[src/rtl/wb_regfile.sv]
// rtl/wb_regfile.sv - write-back latch, 32x32 register file and operand forwarding
module wb_regfile #(
    parameter int DW   = 32,
    parameter int AW   = 5,
    parameter int NREG = 32
) (
    input  logic          clk,
    input  logic          rst,
    input  logic          stall_i,
    input  logic          wreg_i,
    input  logic [AW-1:0] rw_i,
    input  logic [DW-1:0] wdata_i,
    input  logic          re1_i,
    input  logic          re2_i,
    input  logic [AW-1:0] raddr1_i,
    input  logic [AW-1:0] raddr2_i,
    output logic [DW-1:0] rdata1_o,
    output logic [DW-1:0] rdata2_o,
    output logic          wb_valid_o,
    output logic [AW-1:0] wb_addr_o,
    output logic [DW-1:0] wb_data_o,
    output logic [31:0]   commit_cnt_o
);

    logic [DW-1:0] regs [NREG];
    logic          wb_valid;
    logic [AW-1:0] wb_addr;
    logic [DW-1:0] wb_data;
    logic [31:0]   commit_cnt;
    logic          commit;
    logic [DW-1:0] arr1;
    logic [DW-1:0] arr2;

    function automatic logic in_range(input logic [AW-1:0] a);
        return int'(a) < NREG;
    endfunction

    // r0 is hardwired to zero, so a write-back aimed at it is neither stored nor counted
    assign commit = wb_valid && (wb_addr != '0) && in_range(wb_addr);

    always_ff @(posedge clk) begin
        if (rst) begin
            wb_valid   <= 1'b0;
            wb_addr    <= '0;
            wb_data    <= '0;
            commit_cnt <= '0;
            for (int i = 0; i < NREG; i++) begin
                regs[i] <= '0;
            end
        end else begin
            if (commit) begin
                regs[wb_addr] <= wb_data;
                commit_cnt    <= commit_cnt + 32'd1;
            end
            // a stall inserts a bubble; the entry already latched still commits above
            if (stall_i) begin
                wb_valid <= 1'b0;
            end else begin
                wb_valid <= wreg_i;
                wb_addr  <= rw_i;
                wb_data  <= wdata_i;
            end
        end
    end

    function automatic logic [DW-1:0] read_port(
        input logic          rst_v,
        input logic          re,
        input logic [AW-1:0] addr,
        input logic          ex_we,
        input logic [AW-1:0] ex_addr,
        input logic [DW-1:0] ex_data,
        input logic          wb_v,
        input logic [AW-1:0] wb_a,
        input logic [DW-1:0] wb_d,
        input logic [DW-1:0] arr
    );
        if (rst_v || !re || addr == '0) begin
            return '0;
        end
        // the execute result is younger than the WB latch, so it wins a collision
        if (ex_we && ex_addr == addr) begin
            return ex_data;
        end
        if (wb_v && wb_a == addr) begin
            return wb_d;
        end
        return arr;
    endfunction

    always_comb begin
        arr1 = '0;
        arr2 = '0;
        if (in_range(raddr1_i)) begin
            arr1 = regs[raddr1_i];
        end
        if (in_range(raddr2_i)) begin
            arr2 = regs[raddr2_i];
        end
    end

    always_comb begin
        rdata1_o = read_port(rst, re1_i, raddr1_i, wreg_i, rw_i, wdata_i,
                             wb_valid, wb_addr, wb_data, arr1);
        rdata2_o = read_port(rst, re2_i, raddr2_i, wreg_i, rw_i, wdata_i,
                             wb_valid, wb_addr, wb_data, arr2);
    end

    assign wb_valid_o   = wb_valid;
    assign wb_addr_o    = wb_addr;
    assign wb_data_o    = wb_data;
    assign commit_cnt_o = commit_cnt;

endmodule

[config.mk]
export PLATFORM = sky130hd
export DESIGN_NAME = wb_regfile
export DESIGN_NICKNAME = d
export VERILOG_FILES = /design/src/rtl/wb_regfile.sv
export SDC_FILE = /design/constraint.sdc
export NUM_CORES = 2
export LEC_CHECK = 0
export BUFFER_PORTS_ARGS = -buffer_cell sky130_fd_sc_hd__buf_4
export CAP_MARGIN = 30
export CORE_MARGIN = 5
export CORE_UTILIZATION = 40
export CTS_CLUSTER_DIAMETER = 40
export DETAILED_ROUTE_END_ITERATION = 8
export SLEW_MARGIN = 20
export SYNTH_ARGS = -nofsm -noshare
export SYNTH_HDL_FRONTEND = slang
export SYNTH_SLANG_ARGS = --single-unit
[constraint.sdc]
create_clock -name clk -period 4.76 [get_ports clk]
set_input_delay 0.714 -clock clk [delete_from_list [all_inputs] [get_ports clk]]
set_output_delay 0.714 -clock clk [all_outputs]
set_load 0.005 [all_outputs]
==> results by stage <==
Clock network:
- The latest clock arrival within the worst-skew pair is 0.81 ns.
- The maximum level of the CTS H-tree is 4.
- The TritonCTS clock tree is done.
- The total of hold buffers inserted after clock tree synthesis is 0.
- In this run the post-CTS setup repair buffer count came out at 0.
- The buffer type at the clock tree root is clkbuf_16.
- The clock-pin slew on the worst setup and hold paths is 0.05 ns.
- The maximum buffer depth of the clock tree is 3.
- The CTS buffer count is 163.
- The number of clock sinks seen by CTS is approximately 1.1k.
- The number of resized instances in the post-cts repair step is 0.

Global route:
- The global-route wire length before repair is 294000 µm.
- After global routing the overflow that remains totals 0.
- The met3 layer usage reported by global route is 0.0781.
- The global-route total usage across every layer is 0.266.
- The met1 track demand over resource in global routing is 0.353.
- The number of antenna violations at the first check in global routing is 11.
- Entering global routing, the biggest net connects 70 pins.
- The via count of the first global-routing pass came to 40.1k.
- For this run, global-route usage on met2 was measured as 0.421.
- The highest-utilization routing layer at the global route stage is met2.

STA:
- Setup violations remaining at the end of the flow were counted as 0.
- For the final routed database, the setup TNS stands at 0 ns.
- Between clock sinks in the finished design, the worst skew comes to about 0.038 ns.
- The final count of hold timing violations is 0.
- For the pin with the worst max-slew slack, the measured transition is 1.15 ns.
- In the finished design, the share of the clock period the worst path needs comes to 0.925.
- The maximum clock frequency is 227 MHz.
- The relative max-transition margin is 0.226.
- On the final layout, the worst hold slack is ~0.18 ns.
- The time the worst path needs with I/O delays and setup is 4.40 ns.
- Setup repair after global routing left no endpoint under its margin.
- The final number of max-transition violations is 0.

Synth:
- The dominant synthesized flop cell is edfxtp_1.
- The share of the Yosys chip area taken by registers is 0.550.
- The post-synthesis area per instance is 13.6 µm².
- After synthesis, the share of flip-flops with an asynchronous set or reset is 0.
- The post-synthesis cell area is around 58000 µm².
- The number of warning messages in the yosys log is 0.
- The synthesized design contains between 1k and 1.5k enable-type register cells.
- The synthesized design contains 1094 register bits.
- The instance count of the mapped netlist is between 4k and 5k.
- In this run, distinct cell masters in the synthesized netlist total 55.

Drt:
- The mean routed wirelength per cell is between 30 and 40 µm.
- The detailed-route wire length is 208000 µm.
- The number of routed nets with antenna violations is 0.
- The detailed-router iteration count before antenna repair is 6.
- The final route contains 40.6k vias.
- The first-iteration detailed-routing DRC count is between 5k and 6k.
- After detailed routing, the number of remaining DRC violations is 0.
- The ratio of routed vias to standard cells is 6.24.

Layout:
- Measured on the finished design, the core utilization comes to 0.471.
- The number of nets in the layout is 4496.
- The post-route standard cell area excluding fillers is 68500 µm².
- Of the cells placed in the final design, the portion with a size suffix greater than 1 is 0.238.
- The layout overhead on the synthesized area is 17.1%.

Worst setup path:
- The minimum setup slack among reg-to-reg paths is 1.25 ns.
- The highest fanout seen on the critical path is 22.
- The worst setup path is captured at an output port.
- In this design, the critical path's most frequently occurring cell is buf_4.
- For this run, the slowest stage of the critical path takes between 0.5 and 0.6 ns.
- The slowest stage cell on the critical path is o21ai_0.
- The startpoint-to-endpoint class of the critical path is register to output port.
- Walking the worst path, the cells encountered are buf_4, xor2_1, nor3_1, buf_4, a41oi_4, buf_4, o21ai_0, a32o_1, buf_4.
- The worst setup path is launched from a register.
- For the worst setup path, the data required time is 4.05 ns.
- Data arrives at the worst endpoint at between 3 and 4 ns.

Floorplan:
- The number of rows created at floorplan is 140.
- The floorplan step defined a die boundary enclosing 154000 µm².
- For this configuration, the core starts out at a cell density of 0.402.
- The die outline width is roughly 390 µm.
- The vertical die dimension is 392 µm.
- The standard cell core area is 146000 µm².
- 187 I/O pins were placed.

Placement:
- The congestion estimate from routability-driven global placement came to 0.856.
- The instance area at placement is 63000 µm².
- The half-perimeter wire length after detailed placement is 126000 µm.
- During placement, the flow inserted port buffers numbering roughly 190.

Status:
- The run finished with clean final reports.

Power:
- The leakage power is between 0.02 and 0.03 µW.
- Power comes to 25800 µW.
- The worst vdd rail ir drop is 0.263 mV.
- For this design the ratio of total power to cell area is approximately 380 nW/µm².

Run:
- The number of max-cap violations is 0.

Min path:
- The min-delay analysis places its worst path in the category input pin to register.
==> registers in the layout, summed over array words and instances, names as in the netlist <==
name / count
commit_cnt_o: 32
regs: 1024
wb_addr_o: 5
wb_data_o: 32
wb_valid_o: 1
==> worst max-delay path, delay by kind of cell, from the launching register on <==
kind	cells	cell delay [ns]
AO/OA/AOI/OAI	3	1.24
XOR/XNOR	1	0.17
AND/OR/NAND/NOR	1	0.07
flip-flops	1	0.39
buffers and inverters	4	0.98
==> synthesized netlist by cell type, types with 10 or more instances <==
| cell | instances | share of area |
|---|---|---|
| a32o_1 | 62 | 0.011 |
| edfxtp_1 | 1024 | 0.53 |
| dfxtp_1 | 70 | 0.024 |
| a21oi_1 | 110 | 0.0094 |
| nor3_1 | 36 | 0.0031 |
| or3_1 | 12 | 0.0013 |
| nor2_1 | 87 | 0.0056 |
| mux4_2 | 329 | 0.13 |
| nand3_1 | 47 | 0.0040 |
| mux2i_1 | 410 | 0.070 |
| inv_1 | 15 | 0.00096 |
| o221ai_1 | 186 | 0.028 |
| buf_2 | 80 | 0.0068 |
| a22oi_1 | 63 | 0.0081 |
| buf_1 | 10 | 0.00064 |
| and2_1 | 964 | 0.10 |
| xor2_1 | 21 | 0.0031 |
| o21ai_0 | 101 | 0.0086 |
| o22ai_1 | 93 | 0.0099 |
| clkbuf_1 | 334 | 0.021 |
| nand2_1 | 12 | 0.00077 |
| o21a_1 | 63 | 0.0081 |
| or2_2 | 29 | 0.0031 |
| xnor2_1 | 13 | 0.0019 |
| buf_4 | 30 | 0.0039 |
==> per-layer routing <==
layer,part of all wire,vias to the layer above
met5,0.00015,-
met4,0.033,4
met3,0.11,424
met2,0.46,2277
met1,0.40,21000
li1,-,16900
==> report_power, final <==
group | switching, µW | total (µW) | leakage [µW] | internal, µW
registers | 204 | 11000 | 0.0111 | 10800
clock network | 4790 | 12100 | 0.00263 | 7320
logic | 1630 | 2610 | 0.0114 | 978
==> kinds of logic (layout without fill, tap and decap cells) <==
kind of cell    after synthesis  count (layout)  share of synthesized area
simple gates               1243            1243                      0.128
buf+inv                     473             739                     0.0344
compound gates              701             701                     0.0859
other cells                   1              33                  0.0000641
fa+ha+maj                     1               1                   0.000214
mux                         740             740                      0.197
xor+xnor                     34              34                    0.00509
flops                      1094            1094                      0.550
==> placed cells by master (no fill, tap or decap), types with 93 or more instances in the layout <==
| cell | count |
|---|---|
| o22ai_1 | 93 |
| a21oi_1 | 110 |
| and2_1 | 964 |
| buf_4 | 375 |
| o21ai_0 | 101 |
| clkbuf_16 | 163 |
| mux2i_1 | 410 |
| o221ai_1 | 186 |
| edfxtp_1 | 1024 |
| mux4_2 | 329 |
==> cell type report <==
| cell class | count | area [µm²] |
|---|---|---|
| Fill cell | 12600 | 77000 |
| Clock inverter | 112 | 1280 |
| Antenna cell | 1 | 2.50 |
| Tap cell | 1917 | 2400 |
| Timing Repair Buffer | 416 | 3590 |
| Inverter | 16 | 60.1 |
| Multi-Input combinational cell | 2751 | 24800 |
| Clock buffer | 195 | 4220 |
| Sequential cell | 1094 | 32200 |
==> through the flow <==
stage	std cells	setup slack, ns
after floorplan	4318	1.65
after global placement	6184	0.564
after detailed placement	6190	0.562
after CTS	6497	0.463
after global routing	6501	0.341
final	6502	0.359
==> path summary, 6_finish.rpt <==
check,to,start,cells after the start
worst max-delay path,rdata2_o[11],wb_addr_o[2],9
worst min-delay path,wb_data_o[30],wdata_i[30],3
worst max register to register,regs[23][0],wb_valid_o,6
worst min register to register,commit_cnt_o[24],commit_cnt_o[24],2
No activity file was read; power rests on OpenSTA's default activity.
